File: config.mk
export PLATFORM = sky130hd
export DESIGN_NAME = bch_scheduler
export DESIGN_NICKNAME = d
export VERILOG_FILES = /design/src/rtl/bch_pkg.sv /design/src/rtl/rr_arbiter.sv /design/src/rtl/bch_scheduler.sv
export SDC_FILE = /design/constraint.sdc
export NUM_CORES = 1
export LEC_CHECK = 0
export BUFFER_PORTS_ARGS = -buffer_cell sky130_fd_sc_hd__buf_2
export CAP_MARGIN = 20
export CORE_MARGIN = 2
export CORE_UTILIZATION = 48
export DETAILED_ROUTE_END_ITERATION = 10
export GPL_ROUTABILITY_DRIVEN = 1
export PLACE_DENSITY = 0.79
export SYNTH_ARGS = -nofsm -noshare
export SYNTH_HDL_FRONTEND = slang
export SYNTH_SLANG_ARGS = --single-unit
File: constraint.sdc
create_clock -name clk -period 2.11 [get_ports clk]
set_clock_uncertainty 0.05 [all_clocks]
set_input_delay 0.422 -clock clk [delete_from_list [all_inputs] [get_ports clk]]
set_output_delay 0.422 -clock clk [all_outputs]
set_load 0.02 [all_outputs]
File: src/rtl/bch_pkg.sv
// Shared constants and state type for the BCH decoder channel scheduler.
package bch_pkg;

   localparam int unsigned BCH_N     = 63;
   localparam int unsigned BCH_K     = 51;
   localparam int unsigned BIT_CNT_W = 6;

   typedef enum logic [1:0] {
      ST_ARB   = 2'd0,
      ST_FEED  = 2'd1,
      ST_DRAIN = 2'd2
   } t_sched_state;

   // Index of the final beat of an n-beat phase, sized for the beat counter
   function automatic logic [BIT_CNT_W-1:0] last_beat(input int unsigned n);
      return BIT_CNT_W'(n - 1);
   endfunction

endpackage

File: src/rtl/rr_arbiter.sv
// Combinational round-robin pick: first requester at or after the pointer, cyclically.
module rr_arbiter #(
   parameter int unsigned NUM_CH = 4,
   parameter int unsigned CH_W   = $clog2(NUM_CH)
) (
   input  logic [NUM_CH-1:0] i_req,
   input  logic [CH_W-1:0]   i_ptr,
   output logic [CH_W-1:0]   o_grant,
   output logic              o_any_req
);

   int unsigned w_idx;
   logic        w_found;

   always_comb begin
      o_grant   = '0;
      w_found   = 1'b0;
      w_idx     = 0;
      o_any_req = |i_req;
      for (int unsigned i = 0; i < NUM_CH; i++) begin
         w_idx = 32'(i_ptr) + i;
         if (w_idx >= NUM_CH) begin
            w_idx = w_idx - NUM_CH;
         end
         if (!w_found && i_req[CH_W'(w_idx)]) begin
            w_found = 1'b1;
            o_grant = CH_W'(w_idx);
         end
      end
   end

endmodule

File: src/rtl/bch_scheduler.sv
// Time-shares one serial BCH(63,51) decoder across NUM_CH codeword channels.
// Optional per-channel completed-frame counters: define BCH_SCHED_STATS_EN.
module bch_scheduler
   import bch_pkg::*;
#(
   parameter int unsigned NUM_CH = 4,
   parameter int unsigned CH_W   = $clog2(NUM_CH)
) (
   input  logic              clk,
   input  logic              rst,
   input  logic [NUM_CH-1:0] ch_valid,
   input  logic [NUM_CH-1:0] ch_data,
   output logic [NUM_CH-1:0] ch_ready,
   output logic              dec_in_valid,
   output logic              dec_in_data,
   input  logic              dec_in_ready,
   input  logic              dec_out_valid,
   input  logic              dec_out_data,
   output logic              dec_out_ready,
   output logic              out_valid,
   output logic              out_data,
   output logic              out_last,
   output logic [CH_W-1:0]   out_ch,
   input  logic              out_ready,
   output logic              busy
`ifdef BCH_SCHED_STATS_EN
   ,
   output logic [15:0]       frame_cnt [NUM_CH]
`endif
);

   localparam logic [BIT_CNT_W-1:0] N_LAST = last_beat(BCH_N);
   localparam logic [BIT_CNT_W-1:0] K_LAST = last_beat(BCH_K);

   t_sched_state           r_state;
   t_sched_state           w_next_state;
   logic [CH_W-1:0]        r_grant;
   logic [CH_W-1:0]        r_rr_ptr;
   logic [BIT_CNT_W-1:0]   r_bit_cnt;
   logic [CH_W-1:0]        w_arb_grant;
   logic                   w_any_req;
   logic                   w_feed_beat;
   logic                   w_drain_beat;
   logic                   w_phase_end;

   rr_arbiter #(
      .NUM_CH (NUM_CH),
      .CH_W   (CH_W)
   ) u_rr_arbiter (
      .i_req     (ch_valid),
      .i_ptr     (r_rr_ptr),
      .o_grant   (w_arb_grant),
      .o_any_req (w_any_req)
   );

   assign w_feed_beat  = (r_state == ST_FEED)  & ch_valid[r_grant] & dec_in_ready;
   assign w_drain_beat = (r_state == ST_DRAIN) & dec_out_valid & out_ready;
   assign w_phase_end  = (w_feed_beat & (r_bit_cnt == N_LAST)) |
                         (w_drain_beat & (r_bit_cnt == K_LAST));

   always_ff @(posedge clk or negedge rst) begin
      if (!rst) begin
         r_state <= ST_ARB;
      end else begin
         r_state <= w_next_state;
      end
   end

   always_comb begin
      w_next_state = r_state;
      case (r_state)
         ST_ARB:   if (w_any_req) w_next_state = ST_FEED;
         ST_FEED:  if (w_feed_beat && (r_bit_cnt == N_LAST)) w_next_state = ST_DRAIN;
         ST_DRAIN: if (w_drain_beat && (r_bit_cnt == K_LAST)) w_next_state = ST_ARB;
         default:  w_next_state = ST_ARB;
      endcase
   end

   // Only the granted channel is ever connected; everything else idles at 0.
   always_comb begin
      ch_ready      = '0;
      dec_in_valid  = 1'b0;
      dec_in_data   = 1'b0;
      dec_out_ready = 1'b0;
      out_valid     = 1'b0;
      out_data      = 1'b0;
      out_last      = 1'b0;
      case (r_state)
         ST_FEED: begin
            dec_in_valid      = ch_valid[r_grant];
            dec_in_data       = ch_data[r_grant];
            ch_ready[r_grant] = dec_in_ready;
         end
         ST_DRAIN: begin
            out_valid     = dec_out_valid;
            out_data      = dec_out_data;
            dec_out_ready = out_ready;
            out_last      = (r_bit_cnt == K_LAST) & dec_out_valid;
         end
         default: ;
      endcase
   end

   assign out_ch = r_grant;
   assign busy   = (r_state != ST_ARB);

   // Grant capture, round-robin pointer advance and beat counting
   always_ff @(posedge clk or negedge rst) begin
      if (!rst) begin
         r_grant   <= '0;
         r_rr_ptr  <= '0;
         r_bit_cnt <= '0;
      end else begin
         if ((r_state == ST_ARB) && w_any_req) begin
            r_grant  <= w_arb_grant;
            r_rr_ptr <= (w_arb_grant == CH_W'(NUM_CH - 1)) ? '0 : w_arb_grant + CH_W'(1);
         end
         if (w_phase_end) begin
            r_bit_cnt <= '0;
         end else if (w_feed_beat || w_drain_beat) begin
            r_bit_cnt <= r_bit_cnt + BIT_CNT_W'(1);
         end
      end
   end

`ifdef BCH_SCHED_STATS_EN
   logic [15:0] r_frame_cnt [NUM_CH];

   always_ff @(posedge clk or negedge rst) begin
      if (!rst) begin
         for (int unsigned i = 0; i < NUM_CH; i++) begin
            r_frame_cnt[i] <= '0;
         end
      end else if (out_last && out_ready) begin
         r_frame_cnt[r_grant] <= r_frame_cnt[r_grant] + 16'd1;
      end
   end

   assign frame_cnt = r_frame_cnt;
`endif

endmodule

==> results.py <==
metrics = {
    "layout": {
        "antenna_cells": 0,
        "syn2layout_area_growth_pct": 23.0,
        "final_cell_mix": "26 x buf_2, 11 x dfrtp_1, 10 x nand2_1, 6 x nor2_1",
        "seq_area_um2": 302,
        "n_fill_cell": 135,
        "layout_commonest_cell": "buf_2",
        "nets": 132,
        "fin_util": 0.648,
        "multi_input_area_um2": 489,
        "layout-drive-gt1-share": 0.333,
        "final_area_um2": 998,
    },
    "timing": {
        "finalSetupViolCount": 0,
        "worst_slack_ns": 0.0802,
        "worstMarginPinSlew_ns": 0.418,
        "final_hold_viol_count": 0,
        "maxSlewViolCount": 0,
        "rsz0062_at_grt": "no",
        "period_share": 0.962,
        "fmax_ghz": 0.493,
        "slew_headroom": 0.720,
        "tns_ns": 0,
        "finalCriticalPeriod_ns": 2.03,
    },
    "yosys": {
        "synth_seq_cells": 12,
        "synthCells": 84,
        "syn-mean-instance-area_um2": 9.67,
        "ys_types": 31,
        "synth_flop_cell": "dfrtp_1",
        "syn-cell-area_um2": 812,
        "syn_nets": 101,
        "synth-edff-count": 0,
        "postSynth.asyncResetShare": 1.00,
        "ys_warn_count": 0,
        "ys_seq_area_frac": 0.370,
    },
    "placement": {
        "place_congestion": 0.780,
        "port_buffers": 26,
        "placed_area_um2": 951,
        "hpwl_um": 1340,
        "place_ws_ns": 0.283,
    },
    "worst_hold_path": {
        "hold_class": "reg2reg",
        "hp-start": "r_bit_cnt[5]",
    },
    "global_routing": {
        "grt_pass1_wl_um": 2750,
        "antenna_found_initial": 0,
        "grt_pass1_vias": 628,
        "grt_max_degree": 13,
        "track_usage": 0.187,
        "grt-ovfl-total": 0,
    },
    "route": {
        "avgRoutedWirePerCell_um": 13.1,
        "vias": 734,
        "drt_iter0_markers": 18,
        "drt-total-wl_um": 1700,
        "drt_pass1_iterations": 4,
        "drtAntennaViolNets": 0,
        "vias_per_cell": 5.65,
        "drc_errors": 0,
    },
    "clock_tree": {
        "clkLatencyLatePin_ns": 0.27,
        "cts_tree": "done",
        "cts.path.max_buffers": 2,
        "root_buffer": "clkbuf_4",
        "postCtsSetupBuffers": 0,
        "htree_levels": 1,
        "cts_made_buffers": 3,
        "cts_sinks": 12,
        "path_clk_slew_ns": 0.08,
    },
    "floorplanning": {
        "die_w_um": 45.1,
        "start_util": 0.527,
        "row_count": 14,
        "dieArea_um2": 2040,
        "die_h_um": 45.1,
        "core-area_um2": 1540,
        "io_pins": 27,
    },
    "setup_path": {
        "critical_path_class": "reg2out",
        "startpoint": "out_ch[0]",
        "cp_max_fo": 8,
        "cpMaxStageDelayCell": "mux4_1",
        "worstPathRequired_ns": 1.64,
        "slowest_delay_ns": 0.56,
        "cp_num_buf_inv": 1,
        "r2r-start": "out_ch[0]",
        "crit_arrival_ns": 1.56,
        "path_cells": "mux4_1 -> nor2b_1 -> buf_2",
        "endpoint_kind": "output port",
        "cp_top_family": "multiplexers",
        "worstSetupStartpointType": "flop",
    },
    "power_and_ir_drop": {
        "leakagePower_nw": 0.552,
        "power.switching_uw": 293,
        "power_density_nw_per_um2": 823,
        "internal_power_uw": 529,
        "p_total_uw": 822,
        "p_sw_frac": 0.357,
        "peakVddDrop_mv": 0.479,
        "combinationalPowerShare": 0.328,
        "power.share.sequential": 0.449,
        "clkPwrFrac": 0.223,
    },
    "status": {
        "status": "complete, no violations",
    },
    "run": {
        "maxCapViolCount": 0,
    },
}
-- cell type report --
cell class | instances | area share
clock buffers | 4 | 0.0363
inverters | 3 | 0.0113
multi-input cells | 68 | 0.490
flip-flops and latches | 12 | 0.302
well taps | 16 | 0.0201
repair buffers | 27 | 0.140
-- what timing repair did --
action                                  CTS  global route
hold endpoints to repair                 12             0
resized for setup                         1             0
endpoints found under the setup margin    1             0
hold buffers                              1             0
-- metrics by stage --
step	instances	hold WS [ns]
6_report	130	0.444
2_1_floorplan	84	0.0764
5_1_grt	130	0.477
3_5_place_dp	125	0.265
4_1_cts	130	0.437
3_3_place_gp	125	0.261
-- power by group through the flow --
stage | combinational (mW) | clock (mW) | sequential, mW
3_3_place_gp | 0.261 | 0 | 0.364
2_1_floorplan | 0.203 | 0 | 0.358
5_1_grt | 0.311 | 0.197 | 0.383
4_1_cts | 0.272 | 0.188 | 0.367
6_report | 0.270 | 0.183 | 0.369
3_5_place_dp | 0.269 | 0 | 0.372
-- kinds of logic after synthesis --
logic type	synth area share
simple gates	0.297
fa+ha+maj	0.0462
compound gates	0.111
mux	0.137
xor+xnor	0.0108
buf+inv	0.0277
flops	0.370
-- metal layers --
metal / global-route usage / part of all wire
met2: 0.291 / 0.42
met3: 0.0400 / 0.087
met4: 0.0529 / 0.0059
met5: 0 / 0
met1: 0.262 / 0.49
-- final timing paths --
kind                            depth (start not counted)  slack, ns      endpoint
worst max register to register                          4       0.35  r_bit_cnt[3]
worst max-delay path                                    3       0.08   dec_in_data
worst min register to register                          1       0.44  r_bit_cnt[5]
min in group asynchronous                               2       0.50  r_bit_cnt[1]
max in group asynchronous                               2       1.27     out_ch[0]
worst min-delay path                                    1       0.44  r_bit_cnt[5]
-- synth_stat cells (all sizes together) (2+ instances only) --
master	n	share of area
mux2i	4	0.049
a21oi	2	0.012
o21ai	3	0.018
inv	3	0.014
nand3	5	0.031
and3	5	0.039
and3b	3	0.032
and2	4	0.034
mux4	2	0.060
nand2b	2	0.015
a211oi	2	0.025
ha	3	0.046
nand4	3	0.023
mux2	2	0.028
nor2b	3	0.023
nor2	6	0.028
dfrtp	12	0.37
nand2	10	0.046
-- flip-flops by register name, indices dropped and copies added (netlist names) --
signal and count:
r_rr_ptr 2, r_bit_cnt 6, r_state 2, out_ch 2
Note: power is estimated with default switching activity, not from simulation.
